===== src/rtl/fixed_mean_square_pkg.sv =====
`default_nettype none
// ============================================================================
// Module      : fixed_mean_square_pkg
// Description : Shared widths and output-register state for the mean-square
//               reducer.
// Revision    : 1.0 - initial release
// ============================================================================
package fixed_mean_square_pkg;

    typedef enum logic [0:0] {
        MS_EMPTY = 1'b0,
        MS_FULL  = 1'b1
    } ms_state_t;

    function automatic int calc_log_n(input int par, input int depth);
        return $clog2(par * depth);
    endfunction

    function automatic int calc_acc_width(input int in_width, input int par, input int depth);
        return 2 * in_width + calc_log_n(par, depth);
    endfunction

    function automatic int calc_cnt_width(input int depth);
        return (depth > 1) ? $clog2(depth) : 1;
    endfunction

endpackage
`default_nettype wire


===== src/rtl/fixed_mean_square_square_sum.sv =====
`default_nettype none
// ============================================================================
// Module      : fixed_square_sum
// Description : Combinational sum of squares across PARALLELISM signed lanes.
// Revision    : 1.0 - initial release
// ============================================================================
module fixed_square_sum #(
    parameter int  IN_WIDTH    = 16,
    parameter int  PARALLELISM = 4,
    localparam int SUM_WIDTH   = 2 * IN_WIDTH + $clog2(PARALLELISM)
) (
    input  logic [PARALLELISM*IN_WIDTH-1:0] in_data,
    output logic [SUM_WIDTH-1:0]            sum
);

    logic [2*IN_WIDTH-1:0] w_sq [PARALLELISM];
    logic [SUM_WIDTH-1:0]  w_sum;

    generate
        for (genvar i = 0; i < PARALLELISM; i++) begin : g_lane
            logic signed [IN_WIDTH-1:0]   w_lane;
            logic signed [2*IN_WIDTH-1:0] w_ext;
            logic signed [2*IN_WIDTH-1:0] w_prod;
            assign w_lane  = in_data[i*IN_WIDTH +: IN_WIDTH];
            assign w_ext   = {{IN_WIDTH{w_lane[IN_WIDTH-1]}}, w_lane};
            // A square is never negative, so the product is reinterpreted as unsigned.
            assign w_prod  = w_ext * w_ext;
            assign w_sq[i] = w_prod;
        end
    endgenerate

    always_comb begin
        w_sum = '0;
        for (int i = 0; i < PARALLELISM; i++) begin
            w_sum = w_sum + SUM_WIDTH'(w_sq[i]);
        end
    end

    assign sum = w_sum;

endmodule
`default_nettype wire


===== src/rtl/fixed_mean_square.sv =====
`default_nettype none
// ============================================================================
// Module      : fixed_mean_square
// Description : Streaming mean of squares over DEPTH beats of PARALLELISM lanes.
// Revision    : 1.0 - initial release
// ============================================================================
module fixed_mean_square
    import fixed_mean_square_pkg::*;
#(
    parameter int IN_WIDTH      = 16,
    parameter int IN_FRAC_WIDTH = 7,
    parameter int PARALLELISM   = 4,
    parameter int DEPTH         = 8
) (
    input  logic                            clk,
    input  logic                            rst,
    input  logic [PARALLELISM*IN_WIDTH-1:0] in_data,
    input  logic                            in_valid,
    output logic                            in_ready,
    output logic [2*IN_WIDTH-1:0]           out_data,
    output logic                            out_valid,
    input  logic                            out_ready
);

    localparam int LOG_N     = calc_log_n(PARALLELISM, DEPTH);
    localparam int ACC_WIDTH = calc_acc_width(IN_WIDTH, PARALLELISM, DEPTH);
    localparam int CNT_WIDTH = calc_cnt_width(DEPTH);
    localparam int SUM_WIDTH = 2 * IN_WIDTH + $clog2(PARALLELISM);

    generate
        if ((PARALLELISM < 1) || ((PARALLELISM & (PARALLELISM - 1)) != 0)) begin : g_bad_par
            $error("PARALLELISM must be a power of two");
        end
        if ((DEPTH < 1) || ((DEPTH & (DEPTH - 1)) != 0)) begin : g_bad_depth
            $error("DEPTH must be a power of two");
        end
        if ((IN_FRAC_WIDTH < 0) || (IN_FRAC_WIDTH > IN_WIDTH)) begin : g_bad_frac
            $error("IN_FRAC_WIDTH out of range");
        end
    endgenerate

    logic [CNT_WIDTH-1:0]  r_beat_cnt;
    logic [ACC_WIDTH-1:0]  r_acc;
    logic [2*IN_WIDTH-1:0] r_out_data;
    ms_state_t             r_state;
    ms_state_t             w_state_next;
    logic [SUM_WIDTH-1:0]  w_beat_sum;
    logic [ACC_WIDTH-1:0]  w_total;
    logic                  w_first;
    logic                  w_last;
    logic                  w_accept;
    logic                  w_load;

    fixed_square_sum #(
        .IN_WIDTH    (IN_WIDTH),
        .PARALLELISM (PARALLELISM)
    ) u_square_sum (
        .in_data (in_data),
        .sum     (w_beat_sum)
    );

    assign w_first  = (r_beat_cnt == '0);
    assign w_last   = (r_beat_cnt == CNT_WIDTH'(DEPTH - 1));
    // First beat restarts the sum, so no clear cycle is needed between vectors.
    assign w_total  = (w_first ? '0 : r_acc) + ACC_WIDTH'(w_beat_sum);
    assign in_ready = !(w_last && out_valid && !out_ready);
    assign w_accept = in_valid && in_ready;
    assign w_load   = w_accept && w_last;

    always_ff @(posedge clk or negedge rst) begin
        if (!rst) begin
            r_beat_cnt <= '0;
            r_acc      <= '0;
            r_out_data <= '0;
            r_state    <= MS_EMPTY;
        end else begin
            r_state <= w_state_next;
            if (w_accept) begin
                r_acc      <= w_total;
                r_beat_cnt <= w_last ? '0 : r_beat_cnt + CNT_WIDTH'(1);
            end
            // Mean is bounded by 2^(2*IN_WIDTH-2), so the top slice never overflows.
            if (w_load) begin
                r_out_data <= w_total[LOG_N +: 2*IN_WIDTH];
            end
        end
    end

    always_comb begin
        w_state_next = r_state;
        case (r_state)
            MS_EMPTY: if (w_load) w_state_next = MS_FULL;
            MS_FULL: begin
                if (w_load)         w_state_next = MS_FULL;
                else if (out_ready) w_state_next = MS_EMPTY;
            end
            default:  w_state_next = MS_EMPTY;
        endcase
    end

    assign out_valid = (r_state == MS_FULL);
    assign out_data  = r_out_data;

endmodule
`default_nettype wire


===== config.mk =====
export PLATFORM = sky130hd
export DESIGN_NAME = fixed_mean_square
export DESIGN_NICKNAME = d
export VERILOG_FILES = /design/src/rtl/fixed_mean_square_pkg.sv /design/src/rtl/fixed_mean_square_square_sum.sv /design/src/rtl/fixed_mean_square.sv
export SDC_FILE = /design/constraint.sdc
export NUM_CORES = 2
export LEC_CHECK = 0
export BUFFER_PORTS_ARGS = -buffer_cell sky130_fd_sc_hd__buf_2
export CORE_UTILIZATION = 45
export CTS_BUF_LIST = sky130_fd_sc_hd__clkbuf_4 sky130_fd_sc_hd__clkbuf_8 sky130_fd_sc_hd__clkbuf_16
export DETAILED_ROUTE_END_ITERATION = 12
export HOLD_SLACK_MARGIN = 0.08
export SYNTH_ARGS = -nofsm -noshare
export SYNTH_HDL_FRONTEND = slang
export SYNTH_HIERARCHICAL = 1
export SYNTH_SLANG_ARGS = --single-unit

===== constraint.sdc =====
create_clock -name clk -period 6.6 [get_ports clk]
set_input_delay 1.32 -clock clk [delete_from_list [all_inputs] [get_ports clk]]
set_output_delay 1.32 -clock clk [all_outputs]
set_load 0.02 [all_outputs]

==> results.toml <==
[worst_setup_path]
cp-startpoint = "in_data[6]"
crit-reg2reg-launch = "r_beat_cnt[0]"
timing.critical_path.required_ns = 6.81
crit_arrival_ns = 10.80
worst-r2r-setup-slack_ns = 2.83
setup.worst_path.end_class = "register"
critPathMaxStageDelay_ns = 0.55
worstSetupStartpointType = "input pin"
worstSetupPathType = "in -> reg"
slowest_stage = "fa_1"
critical_path_peak_fanout = 5
cp_common_cell = "fa_1"

[cts]
clkLatencyLatePin_ns = 0.36
htree_levels = 3
clk_pin_slew_ns = 0.07
clock-root-buffer = "clkbuf_16"
cts_tree = "done"
numCtsBuffers = 9
cts.path.max_buffers = 2
tritoncts_num_sinks = 73

[detailed_routing]
routed_wire_length_per_instance_um = 16.1
drt-vias-per-instance = 4.90
postRouteAntennaNets = 0
route.detailed.drc = 0
dr.first_iter.drc_count = 1584
route.final.wire_length_um = 119000
num_vias = 36100
drt_pre_antenna_iters = 7

[yosys]
postSynthNetCount = 6455
synthCells = 4962
synth.cell_area_mm2 = 0.0444
yosysSeqAreaShare = 0.0412
synth.ff_latch_count = 73
share_of_flip_flops_with_an_asynchronous_set_or_reset = 1.00
muxShareOfSynthArea = 0.00677
predominant_post_synthesis_flop_cell = "dfrtp_1"
synthesized_area_per_cell_um2 = 8.94
yosys.area_share.xor_xnor = 0.0414
dominant_combinational_cell_family_by_area_after_synthesis = "adder cells"
post_synth_edffs = 0
ys_types = 89
synth_simple_gate_area_frac = 0.119
post_synth_fa_ha_maj_area_fraction = 0.572
synth.yosys.warnings = 6
synth_compound_area_frac = 0.0868

[global_routing]
grt_use_total = 0.247
overflow_left_after_global_routing = 0
first_global_vias = 39300
wire_length_of_the_first_global_routing_pass_um = 198000
initial_antenna_violation_count = 1
maximum_number_of_pins_on_one_net_before_global_route_repair = 74

[placed_design]
finalWeightedCongestion = 0.915
dpl.hpwl_um = 102000
place_inst = 7240
placed_area_mm2 = 0.0545
buffer_ports.inserted = 101

[timing]
minimum_period_implied_by_the_final_worst_setup_slack_ns = 10.59
final.setup.worst_slack_ns = -3.99
skew_ns = 0.0126
setup_viol = 64
final_min_period_over_clock_period = 1.60
maxSlewHeadroom = 0.302
setup_repair_after_global_routing_missed_its_margin = "yes"
fmax_ghz = 0.0944
worst_margin_pin_slew_ns = 1.04
slew_violations = 0
hold_viol_final = 0

[hold_path]
worst_hold_path_type = "reg -> reg"
hold_path.startpoint = "r_acc[1]"

[final_layout]
fillCellCount = 8055
area_of_all_placed_cells_without_fillers_mm2 = 0.0593
most_common_cell_after_layout_fill_and_taps_aside = "inv_1"
layoutNonFillerInstCount = 7361
layout_cell_share_with_drive_strength_beyond_1 = 0.310
synthToLayoutAreaGrowth_pct = 33.6
insertedDiodeCount = 0
most_used_cells_in_the_layout_excluding_fill_and_tap_cells = "inv_1, buf_4, fa_1"
final_net_count = 7573

[die]
ios = 102
die_area_mm2 = 0.0999
y_dimension_of_the_die_um = 316
core.rowCount = 114
core-area_mm2 = 0.0971
die_width_um = 316
initial_utilization = 0.457

[job]
max_cap_violations = 0

[outcome]
violations_in_the_final_reports = "negative setup slack"
run_status = "finished, violations left"
kinds of logic (layout without fill, tap and decap cells):
logic type / count (synthesis) / in the layout
and+or+nand+nor: 1104 / 1104
DFF: 73 / 73
xor gates and xnor gates: 210 / 210
AOI/OAI and AO/OA: 570 / 570
buffers and inverters: 1553 / 2676
muxes: 27 / 27
adders and majority gates: 1425 / 1425
layer usage:
| metal | share of wire | GRT usage |
|---|---|---|
| met5 | 0 | 0 |
| met4 | 0.020 | 0.0429 |
| met2 | 0.51 | 0.436 |
| met1 | 0.44 | 0.340 |
| met3 | 0.032 | 0.0114 |
through the flow:
step | setup slack [ns] | TNS [ns] | utilization | hold slack, ns
2_1_floorplan | -3.63 | -159.27 | - | 0.437
3_3_place_gp | -4.68 | -231.70 | 0.561 | 0.449
3_5_place_dp | -4.68 | -234.00 | 0.561 | 0.459
4_1_cts | -3.80 | -184.43 | 0.592 | 0.478
5_1_grt | -4.28 | -206.85 | 0.611 | 0.495
6_report | -3.99 | -190.45 | 0.611 | 0.475
worst max-delay path: cells and delay by family:
family,cells,cell delay [ns]
AO/OA/AOI/OAI,11,1.91
XOR/XNOR,2,0.50
adder cells (fa/ha/maj),11,4.85
buffers and inverters,10,0.98
AND/OR/NAND/NOR,9,1.21
final timing paths:
path	end	cells past startpoint
max reg2reg	out_data[25]	15
max	r_acc[33]	43
min reg2reg	r_acc[1]	2
min	r_acc[1]	2
max in group asynchronous	r_beat_cnt[1]	1
min in group asynchronous	out_data[10]	1
area by class of cell:
cell class	instances	area [um2]	share of cell area
multi-input cells	3336	40400	0.680
repair buffers	1239	9890	0.167
inverters	1421	5340	0.0900
flip-flops and latches	73	1830	0.0308
well taps	1276	1600	0.0269
clock buffers	9	225	0.00380
clock inverters	7	85.1	0.00143
Yosys cell counts (73+ instances only):
cell type  count  area share
nor2_1       188       0.016
and2_1       204       0.029
dfrtp_1       73       0.041
xnor2_1      147       0.029
o21ai_0       87      0.0098
inv_1       1418        0.12
a21oi_1      165       0.019
a21o_1        73       0.012
ha_1         419        0.12
clkbuf_1     114      0.0096
nand2_1      451       0.038
fa_1        1006        0.45
registers in the layout, summed over array words and instances, names as in the netlist:
register	cells
out_data	32
out_valid	1
r_acc	37
r_beat_cnt	3
what timing repair did:
item,4_1_cts,5_1_grt
endpoints found under the setup margin,64,64
pin swaps,239,232
hold buffers,0,0
resized for setup,479,316
buffers inserted,70,50
Power is not shown: default switching activity piles up to over one toggle a cycle in this logic, so the estimate is an artifact.
